$ cat src/rtl/pwm_pkg.sv
`default_nettype none
// ============================================================================
// Module      : pwm_pkg
// Description : Shared encodings for the multi-channel PWM generator.
//               - register-write target select
//               - control-word bit positions
//               - counting mode and direction
// Revision    : 1.0 - initial release
// ============================================================================
package pwm_pkg;

    // Register-write target selected by the 2-bit sel input
    typedef enum logic [1:0] {
        SEL_CTRL = 2'b00,
        SEL_CMP  = 2'b01,
        SEL_TOP  = 2'b10,
        SEL_CNT  = 2'b11
    } sel_e;

    typedef enum logic {
        MODE_EDGE   = 1'b0,
        MODE_CENTER = 1'b1
    } mode_e;

    typedef enum logic {
        DIR_UP   = 1'b0,
        DIR_DOWN = 1'b1
    } dir_e;

    // Bit positions inside a ctrl write word
    localparam int CTRL_EN     = 0;
    localparam int CTRL_MODE   = 1;
    localparam int CTRL_FORCE  = 2;
    localparam int CTRL_POLWR  = 3;
    localparam int CTRL_POLVAL = 4;

endpackage
`default_nettype wire

$ cat src/rtl/pwm_channel.sv
`default_nettype none
// ============================================================================
// Module      : pwm_channel
// Description : One PWM compare channel. Holds a double-buffered compare
//               value (shadow written by the bus, active loaded on transfer)
//               and drives out = enable & (cnt < cmp_act).
//               Optional macro PWM_POLARITY_EN adds a per-channel polarity bit
//               that inverts the output and sets the idle level.
// Ports       : clk, rst      - clock, synchronous active-high reset
//               cmp_we        - write d into the compare shadow
//               transfer      - copy shadow to active (period boundary)
//               d             - write data
//               cnt           - shared period counter
//               en            - global enable
//               pol_we/pol_val- polarity write (PWM_POLARITY_EN only)
//               out           - PWM output
// Revision    : 1.0 - initial release
// ============================================================================
module pwm_channel
    import pwm_pkg::*;
#(
    parameter int W = 16
) (
    input  logic         clk,
    input  logic         rst,
    input  logic         cmp_we,
    input  logic         transfer,
    input  logic [W-1:0] d,
    input  logic [W-1:0] cnt,
    input  logic         en,
`ifdef PWM_POLARITY_EN
    input  logic         pol_we,
    input  logic         pol_val,
`endif
    output logic         out
);

    logic [W-1:0] r_cmp_sh;
    logic [W-1:0] r_cmp_act;
    logic         w_match;

    // Transfer reads the shadow before a same-edge write replaces it, so a
    // write in the boundary cycle only takes effect one period later.
    always_ff @(posedge clk) begin
        if (rst) begin
            r_cmp_sh  <= '0;
            r_cmp_act <= '0;
        end else begin
            if (transfer) begin
                r_cmp_act <= r_cmp_sh;
            end
            if (cmp_we) begin
                r_cmp_sh <= d;
            end
        end
    end

    assign w_match = (cnt < r_cmp_act);

`ifdef PWM_POLARITY_EN
    logic r_pol;

    always_ff @(posedge clk) begin
        if (rst) begin
            r_pol <= 1'b0;
        end else if (pol_we) begin
            r_pol <= pol_val;
        end
    end

    assign out = en ? (w_match ^ r_pol) : r_pol;
`else
    assign out = en & w_match;
`endif

endmodule
`default_nettype wire

$ cat src/rtl/pwm_multi.sv
`default_nettype none
// ============================================================================
// Module      : pwm_multi
// Description : Multi-channel PWM generator. One shared period counter
//               (edge- or center-aligned) feeds CH compare channels. Top and
//               compare values are double-buffered and move to the active
//               registers only at a period boundary.
//               Optional macro PWM_POLARITY_EN: per-channel output polarity,
//               written via ctrl word bits 3 (write) and 4 (value).
// Ports       : clk, rst   - clock, synchronous active-high reset
//               we         - write strobe for d/sel/ch
//               sel        - 00 ctrl, 01 cmp[ch], 10 top, 11 direct cnt load
//               ch         - channel index for cmp/polarity writes
//               d          - write data
//               out        - PWM outputs, one per channel
//               cnt        - current counter value
//               top        - active top value
//               period_end - one-cycle period boundary pulse
// Revision    : 1.0 - initial release
// ============================================================================
module pwm_multi
    import pwm_pkg::*;
#(
    parameter  int W   = 16,
    parameter  int CH  = 4,
    localparam int CHW = (CH > 1) ? $clog2(CH) : 1
) (
    input  logic           clk,
    input  logic           rst,
    input  logic           we,
    input  logic [1:0]     sel,
    input  logic [CHW-1:0] ch,
    input  logic [W-1:0]   d,
    output logic [CH-1:0]  out,
    output logic [W-1:0]   cnt,
    output logic [W-1:0]   top,
    output logic           period_end
);

    logic [W-1:0] r_cnt;
    dir_e         r_dir;
    logic         r_en;
    mode_e        r_mode;
    logic [W-1:0] r_top_act;
    logic [W-1:0] r_top_sh;

    sel_e         w_sel;
    logic         w_ctrl_wr;
    logic         w_force;
    logic         w_load;
    logic         w_pe;
    logic         w_transfer;
    logic [W-1:0] w_cnt_nxt;
    dir_e         w_dir_nxt;

    assign w_sel     = sel_e'(sel);
    assign w_ctrl_wr = we && (w_sel == SEL_CTRL);
    assign w_force   = w_ctrl_wr && d[CTRL_FORCE];
    assign w_load    = we && (w_sel == SEL_CNT);

    // Boundary: wrap point in edge mode, valley in center mode. A zero top
    // pins the counter at 0, so every enabled cycle is a boundary.
    always_comb begin
        w_pe = 1'b0;
        if (r_en) begin
            if (r_mode == MODE_EDGE) begin
                w_pe = (r_cnt >= r_top_act);
            end else begin
                w_pe = (r_top_act == '0) || ((r_dir == DIR_DOWN) && (r_cnt == '0));
            end
        end
    end

    // A direct counter load owns the edge, so it also blocks the transfer.
    assign w_transfer = w_force || (w_pe && !w_load);

    always_comb begin
        w_cnt_nxt = r_cnt;
        w_dir_nxt = r_dir;
        if (w_force) begin
            w_cnt_nxt = '0;
            w_dir_nxt = DIR_UP;
        end else if (w_load) begin
            w_cnt_nxt = d;
            if ((r_mode == MODE_CENTER) && (d >= r_top_act)) begin
                w_dir_nxt = DIR_DOWN;
            end
        end else if (r_en) begin
            if (r_mode == MODE_EDGE) begin
                w_cnt_nxt = (r_cnt >= r_top_act) ? '0 : r_cnt + W'(1);
            end else if (r_top_act == '0) begin
                w_cnt_nxt = '0;
                w_dir_nxt = DIR_UP;
            end else if (r_dir == DIR_UP) begin
                if (r_cnt >= r_top_act) begin
                    w_cnt_nxt = r_cnt - W'(1);
                    w_dir_nxt = DIR_DOWN;
                end else begin
                    w_cnt_nxt = r_cnt + W'(1);
                end
            end else if (r_cnt == '0) begin
                w_cnt_nxt = W'(1);
                w_dir_nxt = DIR_UP;
            end else begin
                w_cnt_nxt = r_cnt - W'(1);
            end
        end
    end

    always_ff @(posedge clk) begin
        if (rst) begin
            r_cnt     <= '0;
            r_dir     <= DIR_UP;
            r_en      <= 1'b0;
            r_mode    <= MODE_EDGE;
            r_top_act <= '1;
            r_top_sh  <= '1;
        end else begin
            r_cnt <= w_cnt_nxt;
            r_dir <= w_dir_nxt;
            if (w_transfer) begin
                r_top_act <= r_top_sh;
            end
            if (w_ctrl_wr) begin
                r_en   <= d[CTRL_EN];
                r_mode <= mode_e'(d[CTRL_MODE]);
            end
            if (we && (w_sel == SEL_TOP)) begin
                r_top_sh <= d;
            end
        end
    end

    // Out-of-range ch never matches any index, so such writes are dropped.
    for (genvar i = 0; i < CH; i++) begin : g_ch
        logic w_cmp_we;
        assign w_cmp_we = we && (w_sel == SEL_CMP) && (ch == CHW'(i));
`ifdef PWM_POLARITY_EN
        logic w_pol_we;
        assign w_pol_we = w_ctrl_wr && d[CTRL_POLWR] && (ch == CHW'(i));
`endif
        pwm_channel #(
            .W (W)
        ) u_channel (
            .clk      (clk),
            .rst      (rst),
            .cmp_we   (w_cmp_we),
            .transfer (w_transfer),
            .d        (d),
            .cnt      (r_cnt),
            .en       (r_en),
`ifdef PWM_POLARITY_EN
            .pol_we   (w_pol_we),
            .pol_val  (d[CTRL_POLVAL]),
`endif
            .out      (out[i])
        );
    end

    assign cnt        = r_cnt;
    assign top        = r_top_act;
    assign period_end = w_pe;

endmodule
`default_nettype wire
$ cat config.mk
export PLATFORM = sky130hd
export DESIGN_NAME = pwm_multi
export DESIGN_NICKNAME = d
export VERILOG_FILES = /design/src/rtl/pwm_pkg.sv /design/src/rtl/pwm_channel.sv /design/src/rtl/pwm_multi.sv
export SDC_FILE = /design/constraint.sdc
export NUM_CORES = 1
export LEC_CHECK = 0
export BUFFER_PORTS_ARGS = -buffer_cell sky130_fd_sc_hd__buf_2
export CAP_MARGIN = 25
export CORE_MARGIN = 3
export CORE_UTILIZATION = 45
export CTS_CLUSTER_SIZE = 16
export DETAILED_ROUTE_END_ITERATION = 10
export GPL_ROUTABILITY_DRIVEN = 0
export PLACE_DENSITY = 0.58
export SLEW_MARGIN = 40
export SYNTH_ARGS = -nofsm -noshare
export SYNTH_HDL_FRONTEND = slang
export SYNTH_SLANG_ARGS = --single-unit
$ cat constraint.sdc
create_clock -name clk -period 6.21 [get_ports clk]
set_clock_uncertainty 0.2 [all_clocks]
set_input_delay 1.242 -clock clk [delete_from_list [all_inputs] [get_ports clk]]
set_output_delay 1.242 -clock clk [all_outputs]
set_load 0.01 [all_outputs]
==> flow_summary_export.csv, run 1 <==
group,metric,value,unit
synthesis,yosys.area.top_type_share,33.8,%
worst_setup_path,crit_start,"cnt[0]$_SDFFE_PP0P_",
global_route,grt_overflow,0,
synthesis,synthesis.nets,1380,
synthesis,synth-edff-count,0,
synthesis,synth_ff_type,"dfxtp_1",
placed_design,place_area,0.0110,sq mm
power,p_leak,0.00494,uW
timing,hold_violations,0,
worst_setup_path,path_class,"flop to output pin",
timing,fmax,0.218,GHz
clock_tree,clock_latency,0.44,ns
layout,final_nets,1399,
worst_setup_path,end_kind,"output pin",
detailed_routing,dr.pass1.iters,6,
timing,period_minus_slack,4.59,ns
power,p_sw_share,29.5,%
floorplan,dieWidth,160,um
synthesis,ys_seq_elements,179,
layout,n_fill_cell,2219,
detailed_routing,drt_iter0_drc,801,
timing,worst_slew_pin_slew,0.795,ns
layout,stdcell_area,0.0116,sq mm
worst_setup_path,crit_path_start_kind,"flop",
worst_setup_path,r2r-start,"cnt[0]$_SDFFE_PP0P_",
synthesis,yosys-top-cells-area,"dfxtp_1 (34%), ha_1 (11%), mux2i_1 (8.1%)",
layout,area_delta_synth_final,9.45,%
synthesis,avgSynthCellArea,8.41,sq um
power,seq_power_share,45.7,%
power,ir_worst_vdd,0.000162,V
power,p_int,1840,uW
worst_hold_path,hp-class,"flop to flop",
floorplan,fp.dieH,160,um
timing,finalSetupViolCount,0,
clock_tree,cts_resized,0,
clock_tree,htree_levels,4,
layout,seqCellArea,0.00358,sq mm
power,p_sw,770,uW
floorplan,core,0.0229,sq mm
power,p_comb_share,12.6,%
placed_design,numPortBuffers,59,
synthesis,netlist_area,0.0106,sq mm
global_route,grt_max_degree,176,
detailed_routing,ant_nets,0,
placed_design,hpwlAfterDp,20000,um
clock_tree,cts_setup_buffers,0,
worst_setup_path,crit_fanout,12,
power,power.total,2610,uW
clock_tree,clock_sinks,179,
detailed_routing,drcViolationCount,0,
timing,fin_crit_sh,73.9,%
layout,fin_cells,1608,
power,p_per_area,225,mW/mm^2
timing,rsz0062_at_grt,"no",
clock_tree,hold_buffers,0,
synthesis,ys_types,66,
detailed_routing,routedWlPerCell,18.9,um
floorplan,ioPinCount,60,
timing,drv_slew,0,
worst_setup_path,crit_required,4.77,ns
worst_hold_path,holdCritStartpoint,"g_ch[1].u_channel.r_cmp_sh[13]$_SDFFE_PP0P_",
clock_tree,cts_made_buffers,17,
global_route,grt_pass1_vias,8297,
worst_setup_path,worstPathArrival,3.15,ns
clock_tree,clock_path_buffers,2,
clock_tree,clkTransAtPathRegs,0.07,ns
floorplan,num_rows,55,
synthesis,yosysTopAreaCell,"dfxtp_1",
global_route,grt_pass1_wl,47400,um
detailed_routing,vias,8769,
timing,maxSlewHeadroom,47.0,%
global_route,antenna_found_initial,1,
clock_tree,cts_tree,"done",
synthesis,ys_async_sr_fraction,0,%
status,status,"complete, no violations",
placed_design,dp.cells,1574,
layout,multiInputGateArea,0.00625,sq mm
floorplan,initial_core_util,46.3,%
layout,drive_gt1_share,9.66,%
detailed_routing,routed_wirelength,30400,um
global_route,grt_usage,23.8,%
power,clockPowerShare,41.7,%
synthesis,ys_seq_area_share,33.8,%
timing,setup_tns,0,ns
clock_tree,root_buffer,"clkbuf_16",
flow_run,maxCapViolCount,0,
synthesis,yosysWarnings,0,
detailed_routing,vias_per_cell,5.45,
synthesis,synth_cells,1262,
floorplan,die_area,0.0255,sq mm
[flip-flops by register name (all words and copies together), names as in the netlist]
| name | flops |
|---|---|
| r_dir | 1 |
| g_ch.u_channel.r_cmp_act | 64 |
| top | 16 |
| r_en | 1 |
| g_ch.u_channel.r_cmp_sh | 64 |
| r_top_sh | 16 |
| cnt | 16 |
| r_mode | 1 |
[cells in the mapped netlist (6+ instances only)]
| master | instances |
|---|---|
| buf_12 | 9 |
| nand2b_1 | 135 |
| nor2b_1 | 18 |
| mux2i_1 | 86 |
| buf_1 | 6 |
| nor2_1 | 52 |
| ha_1 | 95 |
| inv_1 | 89 |
| or3_1 | 8 |
| o211ai_1 | 11 |
| a21o_1 | 28 |
| nand2_1 | 163 |
| nand3_1 | 21 |
| dfxtp_1 | 179 |
| a31oi_1 | 10 |
| a21oi_1 | 99 |
| a211oi_1 | 7 |
| nor3_1 | 18 |
| a211o_1 | 17 |
| o21ai_0 | 33 |
| nand4_1 | 20 |
| o21a_1 | 8 |
| o31ai_1 | 8 |
| and4_1 | 8 |
| clkbuf_1 | 58 |
[kinds of logic after synthesis]
| kind of cell | synth area share, % |
|---|---|
| AND/OR/NAND/NOR | 23.6 |
| AO/OA/AOI/OAI | 15.6 |
| flip-flops | 33.8 |
| buffers and inverters | 7.47 |
| adder cells (fa/ha/maj) | 11.2 |
| multiplexers | 8.12 |
| XOR/XNOR | 0.248 |
[path summary, 6_finish.rpt]
kind                            depth (start not counted)  slack, ns                                          end
worst max-delay path                                    8       1.62                                   period_end
worst min-delay path                                    2       0.26  g_ch[1].u_channel.r_cmp_sh[13]$_SDFFE_PP0P_
worst max register to register                         10       2.24  g_ch[1].u_channel.r_cmp_act[0]$_SDFFE_PP0P_
worst min register to register                          2       0.26  g_ch[1].u_channel.r_cmp_sh[13]$_SDFFE_PP0P_
[placed cells by master, fill, tap and decap left out, types with 5 or more instances in the layout]
master / n
o31ai_1: 8
mux2i_1: 86
a21oi_1: 99
or3_1: 8
nand4b_1: 5
nand3_1: 20
clkbuf_16: 17
o21ai_0: 33
nand2_1: 163
dfxtp_1: 179
buf_2: 58
buf_4: 17
nor2_1: 51
and3_1: 5
nand3b_1: 5
a211o_1: 17
a211oi_1: 7
nor2b_1: 18
and4_1: 8
o21a_1: 8
nand4_1: 20
o211ai_1: 11
nand2b_1: 135
inv_1: 89
inv_8: 5
a21o_1: 28
nor3_1: 18
a31oi_1: 10
ha_1: 95
[metal layers]
metal | global-route usage (%) | up-vias | part of all wire [%]
met1 | 31.6 | 4104 | 46
met4 | 8.40 | 2 | 2.8
met5 | 0 | - | 0.049
met2 | 38.8 | 216 | 46
li1 | - | 4391 | -
met3 | 4.71 | 56 | 5.2
[power by group through the flow]
stage | sequential (uW) | clock [uW] | combinational (uW)
after floorplan | 1210 | 0 | 217
after global placement | 1220 | 0 | 321
after global routing | 1190 | 1150 | 364
after CTS | 1190 | 1100 | 326
final | 1190 | 1090 | 328
after detailed placement | 1220 | 0 | 324
[per-stage QoR]
stage | hold WS [ns] | worst slack (ns) | utilization, %
6_report | 0.256 | 1.62 | 50.7
3_3_place_gp | 0.242 | 2.22 | 47.9
4_1_cts | 0.258 | 1.65 | 50.5
3_5_place_dp | 0.247 | 2.13 | 48.0
2_1_floorplan | 0.237 | 2.51 | -
5_1_grt | 0.273 | 1.52 | 50.7
[cell type report]
cell class                 count  area share, %
antenna                        1         0.0216
clock buffer                  18           3.78
clock inverter                14           1.17
inverter                      89           2.88
multi-input combinational    916           53.8
sequential                   179           30.9
tap                          313           3.37
timing repair buffer          78           4.06
[worst max-delay path, cell delays in order, from the launching register on]
cell and delay, ns:
dfxtp_1 0.55, inv_1 0.16, ha_1 0.29, nand2b_1 0.15
a2111oi_2 0.49, o32a_1 0.44, nand3_4 0.21, and3_2 0.29
buf_2 0.14
Power figures use the tool's default switching activity.
==> run 2: changes to the inputs <==
==> constraint.sdc (replaced) <==
create_clock -name clk -period 4.24 [get_ports clk]
set_clock_uncertainty 0.2 [all_clocks]
set_input_delay 0.848 -clock clk [delete_from_list [all_inputs] [get_ports clk]]
set_output_delay 0.848 -clock clk [all_outputs]
set_load 0.01 [all_outputs]
==> flow_summary_export.csv, run 2 (synthesized netlist as in run 1, its figures left out) <==
group,metric,value,unit
placed_design,dp.cells,1585,
detailed_routing,vias_per_cell,5.42,
clock_tree,clock_path_buffers,2,
worst_hold_path,holdCritStartpoint,"g_ch[0].u_channel.r_cmp_sh[0]$_SDFFE_PP0P_",
global_route,grt_usage,23.8,%
layout,top_regs,"g_ch.u_channel.r_cmp_act x64, g_ch.u_channel.r_cmp_sh x64",
placed_design,hpwlAfterDp,20300,um
clock_tree,clock_sinks,179,
timing,maxSlewHeadroom,49.1,%
global_route,grt_max_degree,137,
clock_tree,cts_made_buffers,17,
flow_run,maxCapViolCount,0,
detailed_routing,dr.pass1.iters,5,
worst_setup_path,slowest_stage,"or3_1",
layout,mostFrequentLayoutCells,"dfxtp_1 (179), nand2_1 (163), nand2b_1 (135)",
detailed_routing,routedWlPerCell,19.0,um
layout,seqCellArea,0.00358,sq mm
layout,drive_gt1_share,10.3,%
power,ir_worst_vdd,0.000260,V
clock_tree,clkTransAtPathRegs,0.09,ns
detailed_routing,drcViolationCount,0,
clock_tree,htree_levels,4,
timing,setup_tns,0,ns
timing,hold_violations,0,
floorplan,fp.dieH,160,um
floorplan,die_area,0.0255,sq mm
clock_tree,root_buffer,"clkbuf_16",
worst_hold_path,hp-class,"flop to flop",
timing,whs,0.256,ns
timing,fmax,0.258,GHz
worst_setup_path,cpPeakStageDelay,0.44,ns
global_route,grt_pass1_wl,47400,um
worst_setup_path,end_kind,"output pin",
layout,area_delta_synth_final,10.4,%
worst_setup_path,crit_fanout,10,
layout,num_antenna_cells,0,
worst_setup_path,r2r-start,"cnt[2]$_SDFFE_PP0P_",
worst_setup_path,worstPathArrival,2.83,ns
timing,finalSetupViolCount,0,
timing,period_minus_slack,3.88,ns
clock_tree,cts_tree,"done",
status,status,"complete, no violations",
global_route,grt_pass1_vias,8217,
timing,fin_crit_sh,91.4,%
timing,rsz0062_at_grt,"no",
clock_tree,cts_resized,0,
detailed_routing,ant_nets,0,
floorplan,initial_core_util,46.3,%
detailed_routing,routed_wirelength,30700,um
layout,n_fill_cell,2292,
placed_design,numPortBuffers,59,
worst_setup_path,cp_cell_sequence,"inv_1 -> ha_1 -> nand4_1 -> or3_1 -> o32a_1 -> nand3_4 -> and3_2 -> buf_2",
layout,final_nets,1409,
worst_setup_path,crit_path_start_kind,"flop",
floorplan,core,0.0229,sq mm
floorplan,num_rows,55,
power,p_per_area,329,mW/mm^2
global_route,antenna_found_initial,0,
detailed_routing,vias,8767,
detailed_routing,drt_iter0_drc,631,
worst_setup_path,crit_start,"top[11]$_SDFFE_PP1P_",
worst_setup_path,crit_required,3.19,ns
power,p_leak,0.00501,uW
layout,fin_cells,1617,
layout,final_common_cell,"dfxtp_1",
clock_tree,hold_buffers,0,
floorplan,dieWidth,160,um
clock_tree,cts_setup_buffers,0,
timing,worst_slew_pin_slew,0.762,ns
clock_tree,clock_latency,0.45,ns
global_route,grt_overflow,0,
layout,multiInputGateArea,0.00625,sq mm
worst_setup_path,path_class,"flop to output pin",
timing,drv_slew,0,
floorplan,ioPinCount,60,
## run 2: final cells by class
class	count	area share, %
Clock buffer	18	3.75
Multi-Input combinational cell	916	53.3
Clock inverter	14	1.37
Timing Repair Buffer	88	4.75
Tap cell	313	3.34
Sequential cell	179	30.6
Inverter	89	2.85
## run 2: layer usage
metal  vias to the layer above  part of all wire (%)  global-route usage (%)
met2                       228                    47                    39.7
met4                         0                   2.0                    6.69
met1                      4096                    46                    32.0
met5                         -                     0                       0
li1                       4411                     -                       -
met3                        32                   4.8                    3.72
## run 2: report_power, final
group / internal, uW / total [uW] / switching, uW
Sequential: 1710 / 1730 / 20.2
Combinational: 194 / 512 / 318
Clock: 812 / 1610 / 800
Total: 2710 / 3850 / 1140
## run 2: path summary, 6_finish.rpt
path	cells past startpoint	slack, ns	endpoint
worst max-delay path	8	0.36	period_end
worst min-delay path	2	0.26	g_ch[0].u_channel.r_cmp_sh[0]$_SDFFE_PP0P_
worst max register to register	9	0.75	g_ch[0].u_channel.r_cmp_act[2]$_SDFFE_PP0P_
worst min register to register	2	0.26	g_ch[0].u_channel.r_cmp_sh[0]$_SDFFE_PP0P_
## run 2: critical path, delay by kind of cell (launching register included)
family                     cells  cell delay, ns
AOI/OAI and AO/OA              1            0.44
adders and majority gates      1            0.30
buffers and inverters          2            0.22
DFF                            1            0.37
and+or+nand+nor                4            1.04
## run 2: per-stage QoR
stage / instance area, sq um / setup WS, ns / power (uW) / utilization [%]
2_1_floorplan: 10600 / 0.937 / 2100 / -
3_3_place_gp: 11100 / 0.921 / 2270 / 48.5
3_5_place_dp: 11100 / 0.814 / 2270 / 48.5
4_1_cts: 11700 / 0.374 / 3880 / 51.1
5_1_grt: 11700 / 0.173 / 3990 / 51.1
6_report: 11700 / 0.364 / 3850 / 51.1
